**src/rtl/regfile_scoreboard.sv**
```systemverilog
// Integer register file with write-through bypass and a per-register pending-load scoreboard.
// Optional macro REGFILE_RESET_CLEAR_EN: clear x1..x(NREGS-1) on reset; otherwise the array has no reset.
module regfile_scoreboard #(
  parameter int NREGS = 32,
  parameter int XLEN  = 32
) (
  input  logic                     clk,
  input  logic                     rst_n,
  input  logic [$clog2(NREGS)-1:0] sel_rs1_i,
  input  logic [$clog2(NREGS)-1:0] sel_rs2_i,
  output logic [XLEN-1:0]          rs1_o,
  output logic [XLEN-1:0]          rs2_o,
  output logic                     rs1_busy_o,
  output logic                     rs2_busy_o,
  input  logic [$clog2(NREGS)-1:0] sel_rd_i,
  input  logic                     we_i,
  input  logic [XLEN-1:0]          data_i,
  input  logic                     mark_i,
  input  logic [$clog2(NREGS)-1:0] sel_mark_i,
  input  logic                     flush_i
);

  localparam int AW = $clog2(NREGS);

  // x0 has no storage; it is synthesised as a constant zero on both read ports.
  logic [XLEN-1:0]  regs [1:NREGS-1];
  logic [NREGS-1:1] busy_q;
  logic [NREGS-1:1] busy_d;
  logic             wr_en;

  assign wr_en = we_i && (sel_rd_i != '0);

`ifdef REGFILE_RESET_CLEAR_EN
  always_ff @(posedge clk) begin
    if (!rst_n) begin
      for (int r = 1; r < NREGS; r++) begin
        regs[r] <= '0;
      end
    end else if (wr_en) begin
      regs[sel_rd_i] <= data_i;
    end
  end
`else
  // NOTE: the array is deliberately left out of reset so it maps onto plain
  // storage; only the write is gated so a write during reset is still dropped.
  always_ff @(posedge clk) begin
    if (rst_n && wr_en) begin
      regs[sel_rd_i] <= data_i;
    end
  end
`endif

  // Per-bit priority: flush, then a new mark, then a completing write.
  always_comb begin
    // NOTE: default first so every path assigns busy_d and no latch is inferred.
    busy_d = busy_q;
    for (int r = 1; r < NREGS; r++) begin
      if (flush_i) begin
        busy_d[r] = 1'b0;
      end else if (mark_i && (sel_mark_i == AW'(r))) begin
        busy_d[r] = 1'b1;
      end else if (we_i && (sel_rd_i == AW'(r))) begin
        busy_d[r] = 1'b0;
      end
    end
  end

  // NOTE: sequential state uses non-blocking assignment so every flop samples
  // the pre-edge values, independent of block ordering.
  always_ff @(posedge clk) begin
    if (!rst_n) begin
      busy_q <= '0;
    end else begin
      busy_q <= busy_d;
    end
  end

  always_comb begin
    rs1_o = '0;
    if (sel_rs1_i != '0) begin
      if (we_i && (sel_rd_i == sel_rs1_i)) begin
        rs1_o = data_i;
      end else begin
        rs1_o = regs[sel_rs1_i];
      end
    end
  end

  always_comb begin
    rs2_o = '0;
    if (sel_rs2_i != '0) begin
      if (we_i && (sel_rd_i == sel_rs2_i)) begin
        rs2_o = data_i;
      end else begin
        rs2_o = regs[sel_rs2_i];
      end
    end
  end

  // A write completing this cycle resolves the hazard because the bypass supplies its data.
  always_comb begin
    rs1_busy_o = 1'b0;
    rs2_busy_o = 1'b0;
    if (sel_rs1_i != '0) begin
      rs1_busy_o = busy_q[sel_rs1_i] && !(we_i && (sel_rd_i == sel_rs1_i));
    end
    if (sel_rs2_i != '0) begin
      rs2_busy_o = busy_q[sel_rs2_i] && !(we_i && (sel_rd_i == sel_rs2_i));
    end
  end

endmodule
```
**config.mk**
```make
export PLATFORM = sky130hd
export DESIGN_NAME = regfile_scoreboard
export DESIGN_NICKNAME = d
export VERILOG_FILES = /design/src/rtl/regfile_scoreboard.sv
export SDC_FILE = /design/constraint.sdc
export NUM_CORES = 1
export LEC_CHECK = 0
export BUFFER_PORTS_ARGS = -buffer_cell sky130_fd_sc_hd__buf_2
export CAP_MARGIN = 5
export CORE_UTILIZATION = 40
export DETAILED_ROUTE_END_ITERATION = 12
export GPL_ROUTABILITY_DRIVEN = 0
export PLACE_DENSITY = 0.65
export SYNTH_ARGS = -nofsm -noshare
export SYNTH_HDL_FRONTEND = slang
export SYNTH_SLANG_ARGS = --single-unit
```
**constraint.sdc**
```tcl
create_clock -name clk -period 3.7 [get_ports clk]
set_input_delay 0.37 -clock clk [delete_from_list [all_inputs] [get_ports clk]]
set_output_delay 0.37 -clock clk [all_outputs]
set_load 0.03 [all_outputs]
```
**Word level (Yosys, flattened, before mapping)**

Memory sizes are Yosys's and may differ from the RTL's.
Cells that the tools add are included.

- Register bits after elaboration: 31
- Memory bits (writable): 992
- Memories kept: 1
- Output and inout port bits: 66

- $lt $le $gt $ge: 2
- Eq/ne operators: 64
- Reductions and logical operators: 105
- Multiplexer cells: 74
- Bitwise operators: 1

Memories:

| memory | words | bits a word | read ports | clocked after Yosys merged registers in | write ports | line | RTL |
|---|---|---|---|---|---|---|---|
| regs | 31 | 32 | 2 | 0 | 1 | 26 | `logic [XLEN-1:0] regs [1:NREGS-1];` |

Operators by type and width:

| cell | number |
|---|---|
| 5-bit equality test (second input constant) | 32 |
| 32-bit two-way mux | 4 |
| 5-bit by 4-bit equality test with 1-bit output (second input constant) | 16 |
| 1-bit logical AND | 68 |
| 1-bit two-way mux | 68 |
| 2-bit nonzero test | 31 |
| 5-bit by 3-bit equality test with 1-bit output (second input constant) | 8 |
| 5-bit by 2-bit equality test with 1-bit output (second input constant) | 4 |
| 5-bit nonzero test | 3 |
| 5-bit by 6-bit less-than comparator with 1-bit output (second input constant) | 2 |
| 1-bit binary-select mux with 5-bit select | 2 |
| 5-bit by 1-bit equality test with 1-bit output (second input constant) | 2 |
| 5-bit equality test | 2 |
| 1-bit zero test | 2 |
| 2-bit OR reduction | 1 |
| 1-bit inverter | 1 |

**Longest topological paths before layout**

Gate-level depths: netlist of run 1.

- Depth after elaboration: 5
- Gate-level depth with buffers: 9

**Worst setup path after synthesis of run 1**

Ideal clock, no wire load.

- Path kind: input to register
- Start point: input port sel_rd_i[0]
- End point: memory regs[12][0], enable pin
- Library setup time: 421 ps
- Setup slack: 585 ps
- Data arrival time: 2694 ps
- Cell stages on the path: 6
- Buffers on the path: 2
- Required time: 3279 ps
- Cells stage by stage: clkbuf_1 -> nor2_1 -> nand2_1 -> nand4b_1 -> clkbuf_1 -> nor2_1

- Cells in the longest elaborated chain, start to end: 5

Ends and longest elaborated chain:

| what | line | RTL |
|---|---|---|
| from (decl) | 15 | `input logic [$clog2(NREGS)-1:0] sel_rd_i,` |
| 5-bit nonzero test | 31 | `assign wr_en = we_i && (sel_rd_i != '0);` |
| 1-bit logical AND | 31 |  |
| 1-bit logical AND | 47 | `if (rst_n && wr_en) begin` |
| 1-bit two-way mux | 47 |  |
| 1-bit two-way mux (implied by the code) | 48 | `regs[sel_rd_i] <= data_i;` |
| to (decl) | 26 |  |

Parallel ways exist; a longest one is shown, timed or not.

**Worst setup path after layout of run 1**

- Start point: input port sel_rs1_i[2]
- End point: output port rs1_o[30]

- Cells in the longest elaborated chain, start to end: 4

Ends and longest elaborated chain:

| what | line | RTL |
|---|---|---|
| from (decl) | 9 | `input logic [$clog2(NREGS)-1:0] sel_rs1_i,` |
| branches (longest 3 deep; another with memory read 31 x 32 bit) | -- |  |
| 32-bit two-way mux (*) | 80 | `if (sel_rs1_i != '0) begin` |
| to (decl) | 11 | `output logic [XLEN-1:0] rs1_o,` |

Mark *: on every way between the ends.

==> results of run 1 <==
## per-stage QoR
step           util [%]  hold slack, ps  power (uW)
4_1_cts           46.07           11.10       25770
6_report          46.10           44.75       25750
5_1_grt           46.07           34.66       26340
2_1_floorplan         -           460.3       14590
3_5_place_dp      43.33           481.2       15600
3_3_place_gp      43.33           472.1       15590
## tightest hold or removal path, stage by stage
cell     delay, ps
buf_2          170
nand3_1         90
a21oi_1         50
## registers in the layout, indices dropped and copies added (netlist names)
signal and cells:
regs 992, busy_q 31
## worst min path at each step
stage                   from          to  slack [ps]  cells past startpoint
3_3_place_gp      busy_q[30]  busy_q[30]         470                      2
4_1_cts        sel_mark_i[1]  busy_q[19]          10                      3
6_report       sel_mark_i[1]  busy_q[19]          40                      3
2_1_floorplan     busy_q[10]  busy_q[10]         460                      2
5_1_grt        sel_mark_i[1]  busy_q[19]          30                      3
3_5_place_dp      busy_q[20]  busy_q[20]         480                      2
## cell type report
| type | count | area, um2 | area share, % |
|---|---|---|---|
| Antenna cell | 14 | 35.03 | 0.06343 |
| Clock buffer | 127 | 2741 | 4.964 |
| Clock inverter | 64 | 539.3 | 0.9764 |
| Inverter | 2 | 7.507 | 0.01359 |
| Multi-Input combinational cell | 1544 | 16960 | 30.72 |
| Sequential cell | 1023 | 30410 | 55.06 |
| Tap cell | 1612 | 2017 | 3.652 |
| Timing Repair Buffer | 286 | 2515 | 4.554 |
## per-layer routing
layer | global-route usage, % | wire length [um] | vias to the layer above
met5 | 0 | 64 | -
met4 | 10.97 | 7466 | 10
met3 | 5.967 | 18430 | 416
met2 | 39.73 | 72190 | 2123
met1 | 34.31 | 59690 | 16090
li1 | - | - | 12250
## layout by cell type, fill, tap and decap left out, types with 70 or more instances in the layout
cell type	netlist	final
edfxtp_1	992	992
mux4_2	357	357
mux2i_1	319	319
buf_4	23	117
buf_2	80	115
clkbuf_16	0	106
a21oi_1	105	105
o21ai_0	95	95
a22oi_1	70	70
a211oi_1	70	70
## power by group through the flow
stage	Combinational (uW)	Sequential (uW)	Clock, uW
finish	2590	12800	10300
global route	2690	12800	10800
CTS	2560	12800	10400
detailed placement	2550	13100	0
global placement	2540	13100	0
floorplan	1540	13000	0
## kinds of logic after synthesis
kind of cell	share of synthesized area, %
DFF	63.05
muxes	23.29
and+or+nand+nor	2.511
buffers and inverters	2.410
xor gates and xnor gates	0.1816
AOI/OAI and AO/OA	8.556
==> impl_metrics.json, run 1 <==
{
  "dpl_cell_area_um2": 51910,
  "grt_pass1_vias": 30010,
  "crit_path_end_kind": "output port",
  "p_per_area_nw_per_um2": 466.3,
  "p_sw_share_pct": 24.00,
  "clock_skew_ps": 0,
  "avgSynthCellArea_um2": 17.19,
  "cts-htree-levels": 3,
  "num_vias": 30890,
  "ys_types": 44,
  "slew_violations": 0,
  "drive_gt1_share_pct": 27.31,
  "cts_buffer_depth": 3,
  "start_util_pct": 40.25,
  "maxSlewHeadroom_pct": 15.07,
  "dp.cells": 4467,
  "ctsHoldBuffers": 0,
  "crit_type": "in2out",
  "synth.most_common_cell": "edfxtp_1",
  "ios": 123,
  "cp.depth": 7,
  "fillers": 10310,
  "fp.dieW_um": 349.2,
  "crit_chain": "buf_4, buf_4, nor4b_1, o21bai_4, buf_4, o21ai_0, buf_2",
  "clock-root-buffer": "clkbuf_16",
  "p_int_uw": 19570,
  "ys_seq_area_share_pct": 63.05,
  "synthCells": 2805,
  "remaining_drc_errors": 0,
  "postRouteAntennaNets": 0,
  "fin_setup_tns_ps": 0,
  "vias_per_cell": 6.611,
  "post-route-cell-area_um2": 55230,
  "cpPeakStageDelay_ps": 730,
  "overflow": 0,
  "crit_family": "buffers and inverters",
  "die_y_um": 349.2,
  "netlist_area_um2": 48230,
  "areaGrowthSynthToFinish_pct": 14.51,
  "clock_latency_ps": 680,
  "ys_seq_elements": 1023,
  "clock_power_share_pct": 40.2,
  "wl_per_cell_um": 33.78,
  "critPathLaunch": "sel_rs1_i[2]",
  "reg2regPathDepth": 2,
  "antenna_found_initial": 24,
  "synthArstFlopShare_pct": 0,
  "clkTransAtPathRegs_ps": 60,
  "synthFlopType": "edfxtp_1",
  "yosysTopAreaCell": "edfxtp_1",
  "vdd_drop_max_v": 0.0003909,
  "period_share_pct": 89.30,
  "post-dp-hpwl_um": 94410,
  "dr.first_iter.drc_count": 4346,
  "cp_max_fo": 19,
  "crit_path_start_kind": "input pin",
  "synthesis.nets": 2862,
  "path_buf_inv": 4,
  "dr.pass1.iters": 6,
  "fmax_mhz": 302.7,
  "cp.required_ps": 3330,
  "r2r_slack_ps": 2980,
  "max-cap-violations": 0,
  "cp.arrival_ps": 2930,
  "cts_tree": "yes",
  "routed_wl_um": 157800,
  "dp_slack_ps": 439.3,
  "leakagePower_uw": 0.01804,
  "grt_usage_pct": 25.55,
  "synth-edff-count": 992,
  "setup_violations": 0,
  "reg2reg_to": "busy_q[27]",
  "yosys_warnings": 0,
  "port_buffers": 122,
  "rows": 127,
  "cts_setup_buffers": 0,
  "worstMarginPinSlew_ps": 1274,
  "pwr-share-comb_pct": 10.1,
  "seqPwrFrac_pct": 49.7,
  "fin_cells": 4672,
  "yosysTopAreaCellShare_pct": 61.76,
  "layout_setup_ws_ps": 396.0,
  "switching_power_uw": 6181,
  "slowest_stage": "o21ai_0",
  "yosys-top-cells-area": "edfxtp_1 62%, mux4_2 17%, mux2i_1 6.6%",
  "critical_path.most_common_cell": "buf_4",
  "grt_max_degree": 84,
  "min_period_ps": 3304,
  "dieArea_um2": 122000,
  "rsz0062_at_grt": "no",
  "worstHoldPathType": "in2reg",
  "grt_pass1_wl_um": 220300,
  "cts_buffers": 102,
  "hold_viol": 0,
  "timing.critical_path.to": "rs1_o[30]",
  "fin_nets": 3016,
  "core-area_um2": 119800,
  "ctsResizeCount": 0,
  "outcome": "finished clean",
  "r2r-start": "busy_q[27]",
  "synth.top_cells.by_count": "992 x edfxtp_1, 357 x mux4_2, 319 x mux2i_1",
  "clock_sinks": 1023
}
No activity file was read; power rests on OpenSTA's default activity.
==> run 2: changes to the inputs <==
--- a/config.mk
+++ b/config.mk
@@ -11,6 +11,7 @@
 export DETAILED_ROUTE_END_ITERATION = 12
 export GPL_ROUTABILITY_DRIVEN = 0
 export PLACE_DENSITY = 0.65
+export REMOVE_ABC_BUFFERS = 1
 export SYNTH_ARGS = -nofsm -noshare
 export SYNTH_HDL_FRONTEND = slang
 export SYNTH_SLANG_ARGS = --single-unit
==> impl_metrics.json, run 2 (synthesized netlist as in run 1, its figures left out) <==
{
  "crit_path_start_kind": "flip-flop",
  "final_cell_mix": "992 x edfxtp_1, 357 x mux4_2, 319 x mux2i_1, 124 x buf_4, 115 x buf_2",
  "die_y_um": 349.2,
  "dp_slack_ps": 508.1,
  "routed_wl_um": 148900,
  "whs_path_depth": 5,
  "leakagePower_uw": 0.01828,
  "dp.cells": 4475,
  "grt_pass1_vias": 30100,
  "worstMarginPinSlew_ps": 1130,
  "timing.critical_path.to": "rs1_o[8]",
  "rsz0062_at_grt": "no",
  "port_buffers": 122,
  "cts_buffers": 108,
  "dr.pass1.iters": 6,
  "hold_viol": 0,
  "areaGrowthSynthToFinish_pct": 15.43,
  "wl_per_cell_um": 31.79,
  "rows": 127,
  "grt_usage_pct": 24.26,
  "grt_max_degree": 74,
  "vdd_drop_max_v": 0.0003388,
  "fin_setup_tns_ps": 0,
  "top_register": "regs",
  "clock-root-buffer": "clkbuf_16",
  "drive_gt1_share_pct": 27.96,
  "cts_tree": "yes",
  "cts-htree-levels": 3,
  "layout_setup_ws_ps": 242.1,
  "ctsResizeCount": 0,
  "dr.first_iter.drc_count": 3743,
  "postRouteAntennaNets": 0,
  "overflow": 0,
  "period_share_pct": 93.46,
  "start_util_pct": 40.25,
  "crit_chain": "mux4_2, a2111oi_0, nor3_1, a22o_1, buf_2",
  "post-dp-hpwl_um": 88370,
  "vias_per_cell": 6.430,
  "dieArea_um2": 122000,
  "fin_cells": 4685,
  "core-area_um2": 119800,
  "crit_path_end_kind": "output port",
  "fin_nets": 3036,
  "worstHoldPathType": "in2reg",
  "final_common_cell": "edfxtp_1",
  "r2r-start": "busy_q[23]",
  "cpPeakStageDelay_ps": 880,
  "power_uw": 26460,
  "fp.dieW_um": 349.2,
  "cp.required_ps": 3330,
  "largest_reg_flops": 992,
  "critPathLaunch": "regs[7][8]",
  "setup_violations": 0,
  "max-cap-violations": 0,
  "cp.arrival_ps": 3090,
  "antenna_found_initial": 8,
  "p_per_area_nw_per_um2": 475.4,
  "crit_type": "reg2out",
  "cts_buffer_depth": 3,
  "min_period_ps": 3458,
  "reg_top3": "regs: 992 flops, busy_q: 31 flops",
  "grt_pass1_wl_um": 212600,
  "outcome": "finished clean",
  "reg2regPathDepth": 2,
  "slowest_stage": "a2111oi_0",
  "num_vias": 30130,
  "remaining_drc_errors": 0,
  "ios": 123,
  "slew_violations": 0,
  "r2r_slack_ps": 2960,
  "reg2reg_to": "busy_q[23]",
  "holdWs_ps": 127.3,
  "clkTransAtPathRegs_ps": 60,
  "fmax_mhz": 289.2,
  "cp_max_fo": 2,
  "clock_sinks": 1023,
  "maxSlewHeadroom_pct": 24.67,
  "clock_skew_ps": 0,
  "clock_latency_ps": 700
}
-- run 2: changes by cell type in the layout (fill, tap and decap cells not counted), moves of 2 or more --
| cell | delta |
|---|---|
| clkinv_1 | -12 |
| diode_2 | -10 |
| buf_4 | +7 |
| bufinv_16 | +7 |
| dlygate4sd3_1 | +6 |
| clkbuf_16 | +5 |
| clkinv_2 | +4 |
| clkbuf_1 | +2 |
| clkinv_4 | +2 |
| clkinv_8 | +2 |
-- run 2: through the flow --
stage	cell area (um2)	utilization [%]
after floorplan	47080	-
after global placement	51980	43.38
after detailed placement	51980	43.38
after CTS	55660	46.46
after global routing	55670	46.47
final	55670	46.47
-- run 2: layer usage --
metal | share of wire, % | routed length, um | global-route usage [%]
met1 | 38 | 56410 | 31.52
met5 | 0.0087 | 13 | 0
met4 | 4.0 | 5889 | 9.515
met2 | 49 | 72860 | 40.04
met3 | 9.2 | 13760 | 4.726
-- run 2: layout make-up --
type | count | area [um2]
Clock inverter | 67 | 763.2
Sequential cell | 1023 | 30410
Multi-Input combinational cell | 1544 | 16960
Inverter | 2 | 7.507
Tap cell | 1612 | 2017
Fill cell | 10200 | 64140
Antenna cell | 4 | 10.01
Clock buffer | 133 | 2860
Timing Repair Buffer | 300 | 2648
-- run 2: worst min-delay path by stage --
stage	startpoint	slack (ps)	to
final	sel_mark_i[4]	130	busy_q[28]
after global routing	sel_mark_i[4]	130	busy_q[28]
after CTS	sel_mark_i[4]	80	busy_q[29]
after detailed placement	busy_q[17]	490	busy_q[17]
after global placement	busy_q[30]	470	busy_q[30]
after floorplan	busy_q[18]	460	busy_q[18]
-- run 2: timing repair --
item / CTS / global route
buffers inserted: 0 / 0
hold buffers: 6 / 0
hold endpoints to repair: 8 / 0
-- run 2: worst max-delay path, delay by kind of cell (launching register included) --
kind / cells / cell delay, ps
buf+inv: 1 / 190
compound gates: 2 / 1150
flops: 1 / 380
mux: 1 / 460
simple gates: 1 / 200
-- run 2: power by group --
part / leakage, uW / switching [uW] / internal [uW]
logic: 0.00733 / 1560 / 937
registers: 0.00917 / 32.8 / 12800
clock network: 0.00178 / 4570 / 6590
